<file path="src/rtl/translator_pkg.sv">
// Flit field layout shared by the packetizer and depacketizer.
// Positions are derived from the flit, vc and address widths.
package translator_pkg;

  localparam int FLIT_W = 36;
  localparam int DATA_W = 12;
  localparam int VC_W   = 1;
  localparam int ADDR_W = 4;

  localparam int CTRL_W = 3;

  function automatic int valid_pos(input int w);
    return w - 1;
  endfunction

  function automatic int head_pos(input int w);
    return w - 2;
  endfunction

  function automatic int tail_pos(input int w);
    return w - 3;
  endfunction

  function automatic int vc_lsb(input int w, input int vw);
    return w - CTRL_W - vw;
  endfunction

  function automatic int dst_lsb(
    input int w,
    input int vw,
    input int aw
  );
    return w - CTRL_W - vw - aw;
  endfunction

  // Payload sits below dst, so its width equals dst's lsb position.
  function automatic int payload_w(
    input int w,
    input int vw,
    input int aw
  );
    return dst_lsb(w, vw, aw);
  endfunction

endpackage

</file>
<file path="src/rtl/pkt_fifo2.sv">
// Two-entry FIFO with registered occupancy.
// Storage is not reset; only pointers and count are.
module pkt_fifo2 #(
  parameter int W = 17
) (
  input  logic         clk,
  input  logic         rst_n,
  input  logic         push,
  input  logic [W-1:0] din,
  input  logic         pop,
  output logic [W-1:0] dout,
  output logic [1:0]   occ
);

  logic [W-1:0] mem [2];
  logic         wr_ptr;
  logic         rd_ptr;
  logic         do_push;
  logic         do_pop;

  assign do_push = push && (occ != 2'd2);
  assign do_pop  = pop && (occ != 2'd0);
  assign dout    = mem[rd_ptr];

  always_ff @(posedge clk) begin
    if (do_push) mem[wr_ptr] <= din;
  end

  always_ff @(posedge clk or negedge rst_n) begin
    if (!rst_n) begin
      wr_ptr <= 1'b0;
      rd_ptr <= 1'b0;
      occ    <= 2'd0;
    end else begin
      if (do_push) wr_ptr <= ~wr_ptr;
      if (do_pop)  rd_ptr <= ~rd_ptr;
      unique case ({do_push, do_pop})
        2'b10:   occ <= occ + 2'd1;
        2'b01:   occ <= occ - 2'd1;
        default: occ <= occ;
      endcase
    end
  end

endmodule

</file>
<file path="src/rtl/packetizer_1_sub.sv">
// Wraps user words into single head+tail NoC flits.
// Two-entry buffer decouples the user side from NoC backpressure.
module packetizer_1_sub
  import translator_pkg::*;
#(
  parameter int WIDTH_PKT        = 36,
  parameter int WIDTH_DATA       = 12,
  parameter int VC_ADDRESS_WIDTH = 1,
  parameter int ADDRESS_WIDTH    = 4
) (
  input  logic                        clk,
  input  logic                        rst_n,
  input  logic [WIDTH_DATA-1:0]       data_in,
  input  logic                        valid_in,
  input  logic [ADDRESS_WIDTH-1:0]    dst_in,
  input  logic [VC_ADDRESS_WIDTH-1:0] vc_in,
  output logic                        ready_out,
  output logic [WIDTH_PKT-1:0]        data_out,
  input  logic                        ready_in,
  output logic [15:0]                 pkt_count
);

  localparam int VW = VC_ADDRESS_WIDTH;
  localparam int AW = ADDRESS_WIDTH;
  localparam int DW = WIDTH_DATA;
  localparam int EW = DW + AW + VW;

  localparam int V_POS = valid_pos(WIDTH_PKT);
  localparam int H_POS = head_pos(WIDTH_PKT);
  localparam int T_POS = tail_pos(WIDTH_PKT);
  localparam int V_LSB = vc_lsb(WIDTH_PKT, VW);
  localparam int D_LSB = dst_lsb(WIDTH_PKT, VW, AW);
  localparam int PW    = payload_w(WIDTH_PKT, VW, AW);

  logic          push;
  logic          pop;
  logic [EW-1:0] din;
  logic [EW-1:0] dout;
  logic [1:0]    occ;

  logic [DW-1:0] h_data;
  logic [AW-1:0] h_dst;
  logic [VW-1:0] h_vc;

  // ready depends only on registered occupancy, never on ready_in.
  assign ready_out = (occ != 2'd2);
  assign push      = valid_in && ready_out;
  assign pop       = (occ != 2'd0) && ready_in;
  assign din       = {data_in, dst_in, vc_in};

  assign {h_data, h_dst, h_vc} = dout;

  pkt_fifo2 #(
    .W (EW)
  ) u_fifo (
    .clk   (clk),
    .rst_n (rst_n),
    .push  (push),
    .din   (din),
    .pop   (pop),
    .dout  (dout),
    .occ   (occ)
  );

  always_comb begin
    data_out = '0;
    if (occ != 2'd0) begin
      data_out[V_POS]            = 1'b1;
      data_out[H_POS]            = 1'b1;
      data_out[T_POS]            = 1'b1;
      data_out[V_LSB +: VW]      = h_vc;
      data_out[D_LSB +: AW]      = h_dst;
      data_out[PW-1 -: DW]       = h_data;
    end
  end

  always_ff @(posedge clk or negedge rst_n) begin
    if (!rst_n) begin
      pkt_count <= 16'd0;
    end else if (pop && (pkt_count != 16'hFFFF)) begin
      pkt_count <= pkt_count + 16'd1;
    end
  end

endmodule

</file>
<file path="config.mk">
export PLATFORM = sky130hd
export DESIGN_NAME = packetizer_1_sub
export DESIGN_NICKNAME = d
export VERILOG_FILES = /design/src/rtl/translator_pkg.sv /design/src/rtl/pkt_fifo2.sv /design/src/rtl/packetizer_1_sub.sv
export SDC_FILE = /design/constraint.sdc
export NUM_CORES = 1
export LEC_CHECK = 0
export ABC_CLOCK_PERIOD_IN_PS = 2650
export CAP_MARGIN = 30
export CORE_MARGIN = 2
export CORE_UTILIZATION = 47
export DETAILED_ROUTE_END_ITERATION = 8
export PLACE_DENSITY = 0.79
export SLEW_MARGIN = 20
export SYNTH_ARGS = -nofsm -noshare
export SYNTH_HDL_FRONTEND = slang
export SYNTH_HIERARCHICAL = 1
export SYNTH_SLANG_ARGS = --single-unit
</file>
<file path="constraint.sdc">
create_clock -name clk -period 2.65 [get_ports clk]
set_input_delay 0.795 -clock clk [delete_from_list [all_inputs] [get_ports clk]]
set_output_delay 0.795 -clock clk [all_outputs]
set_load 0.05 [all_outputs]
</file>
## Yosys cells after proc, flatten, opt, wreduce, memory -nomap -nowiden

Memory sizes are Yosys's and may differ from the RTL's.
Index checks and enable logic that the tools add are counted.

| storage, ports and cells | value |
|---|---|
| ROM bits | 0 |
| memory bits (writable) | 34 |
| logic and storage cells | 25 |
| input port bits | 21 |
| register bits after elaboration | 20 |
| latch bits | 0 |
| memories | 1 |
| output and inout port bits | 53 |

| cells by class | value |
|---|---|
| magnitude comparators | 0 |
| bitwise gates (word level) | 2 |
| shifts and indexed selects | 0 |
| multiply operators | 0 |
| mux-type cells | 4 |
| divide/modulo/power cells | 0 |
| add/subtract/negate cells | 3 |
| equality and inequality tests | 4 |
| reduce and logical (&&, ||, !) cells | 7 |

Memories:

| name | depth | bits a word | read ports | clocked after memory_dff | wr ports | RTL line | RTL |
|---|---|---|---|---|---|---|---|
| u_fifo.mem | 2 | 17 | 1 | 0 | 1 | pkt_fifo2.sv:15 | `logic [W-1:0] mem [2];` |

Operator list:

| kind | number |
|---|---|
| 20-bit 2-to-1 mux | 1 |
| 16-bit by 1-bit adder with 16-bit output, second input constant | 1 |
| 16-bit inequality test, second input constant | 1 |
| 1-bit logical AND | 5 |
| 2-bit case mux with 2 select lines | 1 |
| 2-bit nonzero test | 2 |
| 2-bit by 1-bit adder with 2-bit output, second input constant | 1 |
| 2-bit by 1-bit equality test with 1-bit output, second input constant | 1 |
| 2-bit equality test, second input constant | 1 |
| 1-bit 2-to-1 mux | 2 |
| 2-bit inequality test, second input constant | 1 |
| 1-bit inverter | 2 |
| 2-bit by 1-bit subtractor with 2-bit output, second input constant | 1 |

## Depth between registers and ports, before layout

Gate-level depths: netlist of run 1.

| depth | value |
|---|---|
| depth in word-level cells | 5 |
| gate-level depth with buffers | 8 |
| depth with buffers taken out | 7 |

## Modules after synthesis

The synthesis of run 1 kept the hierarchy.

Modules (own cells, without submodules):

| module | area an instance (µm²) | cells an instance | times used |
|---|---|---|---|
| pkt_fifo2 | 1,461.4 | 70 | 1 |
| packetizer_1_sub | 1,081.0 | 116 | 1 |

## Worst setup path before layout of run 1

OpenSTA, ideal clock, no wires.

| timing | value |
|---|---|
| path kind | register to output |
| start | reg u_fifo.occ[0] |
| end | out data_out[34] |
| required time | 1,855 ps |
| data arrival time | 1,669 ps |
| buffers on the path | 2 |
| path slack | 186 ps |
| stages on the path, launching flop included | 5 |
| cell sequence | dfrtp_1 -> nor2_1 -> clkbuf_1 -> inv_1 -> buf_4 |

| between the ends | value |
|---|---|
| word-level cells in the longest chain between the ends | 2 |

Ends and longest elaborated chain:

| item | RTL line | RTL |
|---|---|---|
| start: declaration | pkt_fifo2.sv:12 | `output logic [1:0] occ` |
| start signal: assignment | pkt_fifo2.sv:38 | `2'b10: occ <= occ + 2'd1;` |
| start signal: assignment | pkt_fifo2.sv:39 | `2'b01: occ <= occ - 2'd1;` |
| 2-bit nonzero test | packetizer_1_sub.sv:67 | `if (occ != 2'd0) begin` |
| 20-bit 2-to-1 mux | packetizer_1_sub.sv:67 |  |
| end: declaration | packetizer_1_sub.sv:18 | `output logic [WIDTH_PKT-1:0] data_out,` |

Every way passes these cells.

## Worst setup path after layout of run 1

| timing | value |
|---|---|
| start | reg u_fifo.occ[0] |
| end | out ready_out |

| between the ends | value |
|---|---|
| word-level cells in the longest chain between the ends | 1 |

Ends and longest elaborated chain:

| item | RTL line | RTL |
|---|---|---|
| 2-bit inequality test | packetizer_1_sub.sv:46 | `assign ready_out = (occ != 2'd2);` |
| end: declaration | packetizer_1_sub.sv:17 | `output logic ready_out,` |

Every way passes these cells.

==> flow_summary_export.csv, run 1 <==
group,metric,value,unit
outcome,status,"finished, final reports clean",
synthesis,synth.largest_area_cell,"edfxtp_1",
floorplanning,row_count,26,
synthesis,synthArstFlopShare,0.370,
place,place_inst,313,
clock_tree,cts-root-buf,"clkbuf_8",
setup_path,slowest_delay,0.82,ns
floorplanning,num_io_pins,74,
global_routing,grt-ovfl-total,0,
timing,max_freq,392,MHz
timing,report.final.setup_viol,0,
setup_path,crit_path_cell_trace,"nand2b_1 > clkdlybuf4s50_1",
floorplanning,initial_core_util,0.492,
clock_tree,clkSinkCount,54,
clock_tree,htreeDepth,2,
clock_tree,clk-insertion-delay-late,0.30,ns
floorplanning,die_x,77.6,um
setup_path,crit_fanout,7,
synthesis,ys_seq_elements,54,
floorplanning,die_area,0.00601,mm^2
global_routing,grt_max_degree,21,
detailed_routing,routed_wirelength,4200,um
synthesis,netlist_top_cells_count,"edfxtp_1 (34), dfrtp_1 (20), buf_4 (18), nor2b_1 (17), xor2_1 (11)",
cells_and_area,seqCellArea,0.00152,mm^2
setup_path,critical_path_required,1.86,ns
place,io_buffers,57,
clock_tree,clk_pin_slew,0.09,ns
clock_tree,cts_setup_buffers,0,
detailed_routing,vias,1522,
setup_path,startpoint_type,"register",
synthesis,ys_types,33,
global_routing,grt_pass1_wl,7040,um
detailed_routing,avgViaCountPerCell,4.74,
global_routing,antenna_found_initial,0,
synthesis,synth_edf_count,34,
cells_and_area,multi_input_comb_area,892,um^2
clock_tree,cts_buffers,5,
timing,hold_viol,0,
setup_path,cp-end-kind,"output pin",
power,ir_worst_vdd,0.000815,V
place,hpwl,3020,um
floorplanning,fp.dieH,77.6,um
synthesis,ys.warnings.count,6,
power,total_power,3.96,mW
power,p_per_area,1220,mW/mm^2
timing,grt_setup_unrepaired,"no",
cells_and_area,fill_cells,423,
timing,fin_setup_tns,0,ns
clock_tree,cts_tree,"built",
synthesis,synth_top_cell_area_share,0.402,
timing,fin_crit_sh,0.962,
floorplanning,core,0.00517,mm^2
synthesis,synth.most_common_cell,"edfxtp_1",
timing,drv_slew,0,
clock_tree,ctsHoldBuffers,0,
synthesis,synth_flop_cell,"edfxtp_1",
setup_path,cp_slowest_cell,"clkdlybuf4s50_1",
timing,tightest_slew,0.534,ns
cells_and_area,finalNonFillerCells,321,
detailed_routing,first_iter_violations,90,
cells_and_area,diodes,0,
clock_tree,cts-resized-gates,0,
global_routing,grt_pass1_vias,1530,
detailed_routing,ant_nets,0,
job,drv_cap,0,
power,p_leak,1.34,nW
timing,relSlewSlack,0.641,
hold_path,hold_path.class,"reg -> reg",
timing,period_needed,2.55,ns
synthesis,syn-mean-instance-area,13.7,um^2
detailed_routing,wl_per_cell,13.1,um
timing,finClkSkew,0.00498,ns
synthesis,yosysSeqAreaShare,0.598,
synthesis,ys_top_cells_by_area,"edfxtp_1 (40%), dfrtp_1 (20%), mux2_4 (5.9%)",
synthesis,syn_area,0.00254,mm^2
setup_path,path_class,"reg -> out",
detailed_routing,firstDrtPassIters,4,
cells_and_area,drive_above_1_share,0.235,
synthesis,syn_inst,186,
clock_tree,clock_tree.buffer_depth,2,
cells_and_area,nets,273,
detailed_routing,drcViolationCount,0,
setup_path,worstPathArrival,1.75,ns
cells_and_area,area_delta_synth_final,27.9,%
global_routing,grt_use_total,0.149,
place,gp_congestion,0.780,
-- per-stage QoR --
step                      worst slack, ns  hold WS [ns]   util  cell area, um^2
after floorplan                     0.186         0.468      -             2600
after global placement              0.242         0.481  0.603             3120
after detailed placement            0.163         0.494  0.603             3120
after CTS                          0.0791         0.509  0.628             3250
after global routing              0.00165         0.532  0.628             3250
final                               0.101         0.505  0.628             3250
-- registers in the layout, indices dropped and copies added (netlist names) --
signal,count
u_fifo/wr_ptr,1
pkt_count,16
u_fifo/occ,2
u_fifo/rd_ptr,1
u_fifo/mem,34
-- per-layer routing --
metal	vias up	wire length [um]	global-route usage
met1	715	1880	0.188
met5	-	0	0
met2	58	2010	0.250
li1	742	-	-
met3	7	241	0.0326
met4	0	61	0.0589
-- cell families after synthesis --
family,share of synthesized area
other cells,0.00147
simple gates,0.144
compound gates,0.00886
fa+ha+maj,0.00984
xor+xnor,0.0655
buf+inv,0.0728
flops,0.598
mux,0.0989
-- area by class of cell --
cell class,instances,area share
Clock buffer,5,0.0212
Clock inverter,3,0.0196
Inverter,5,0.00577
Multi-Input combinational cell,120,0.274
Sequential cell,54,0.468
Tap cell,70,0.0269
Timing Repair Buffer,64,0.184
-- cells in the final DEF, fill, tap and decap left out, types with 3 or more instances in the layout --
| cell type | instances |
|---|---|
| nor4_1 | 3 |
| edfxtp_1 | 34 |
| dfrtp_1 | 20 |
| clkbuf_8 | 5 |
| xnor2_1 | 8 |
| nand3_1 | 6 |
| clkdlybuf4s50_1 | 37 |
| nor3_1 | 7 |
| nor2_1 | 5 |
| nor2b_1 | 17 |
| nand2b_1 | 3 |
| conb_1 | 16 |
| nand4_1 | 4 |
| xor2_1 | 11 |
| mux2_2 | 8 |
| inv_1 | 5 |
| buf_4 | 25 |
| mux2_4 | 10 |
| nand2_1 | 7 |
-- critical path, delay by kind of cell (launching register included) --
family	cells	cell delay, ns
buffers and inverters	1	0.82
DFF	1	0.48
and+or+nand+nor	1	0.15
-- power by group --
group / internal (mW) / switching (mW) / total (mW)
clock: 0.373 / 0.249 / 0.622
sequential: 1.12 / 0.151 / 1.27
combinational: 0.762 / 1.31 / 2.07
total: 2.25 / 1.71 / 3.96
-- path summary, 6_finish.rpt --
check	start	endpoint	slack, ns	cells after the start
max reg2reg	pkt_count[0]	pkt_count[14]	0.84	5
min	u_fifo/wr_ptr	u_fifo/wr_ptr	0.50	1
min reg2reg	u_fifo/wr_ptr	u_fifo/wr_ptr	0.50	1
min in group asynchronous	rst_n	pkt_count[8]	0.82	2
max in group asynchronous	rst_n	u_fifo/rd_ptr	1.62	2
max	u_fifo/occ[0]	ready_out	0.10	2
No activity file was read; power rests on OpenSTA's default activity.
==> run 2, diff against run 1 <==
SLEW_MARGIN = default   (was 20)
==> results of run 2 <==
The final DEF is identical to that of run 1; final timing and power are the same.
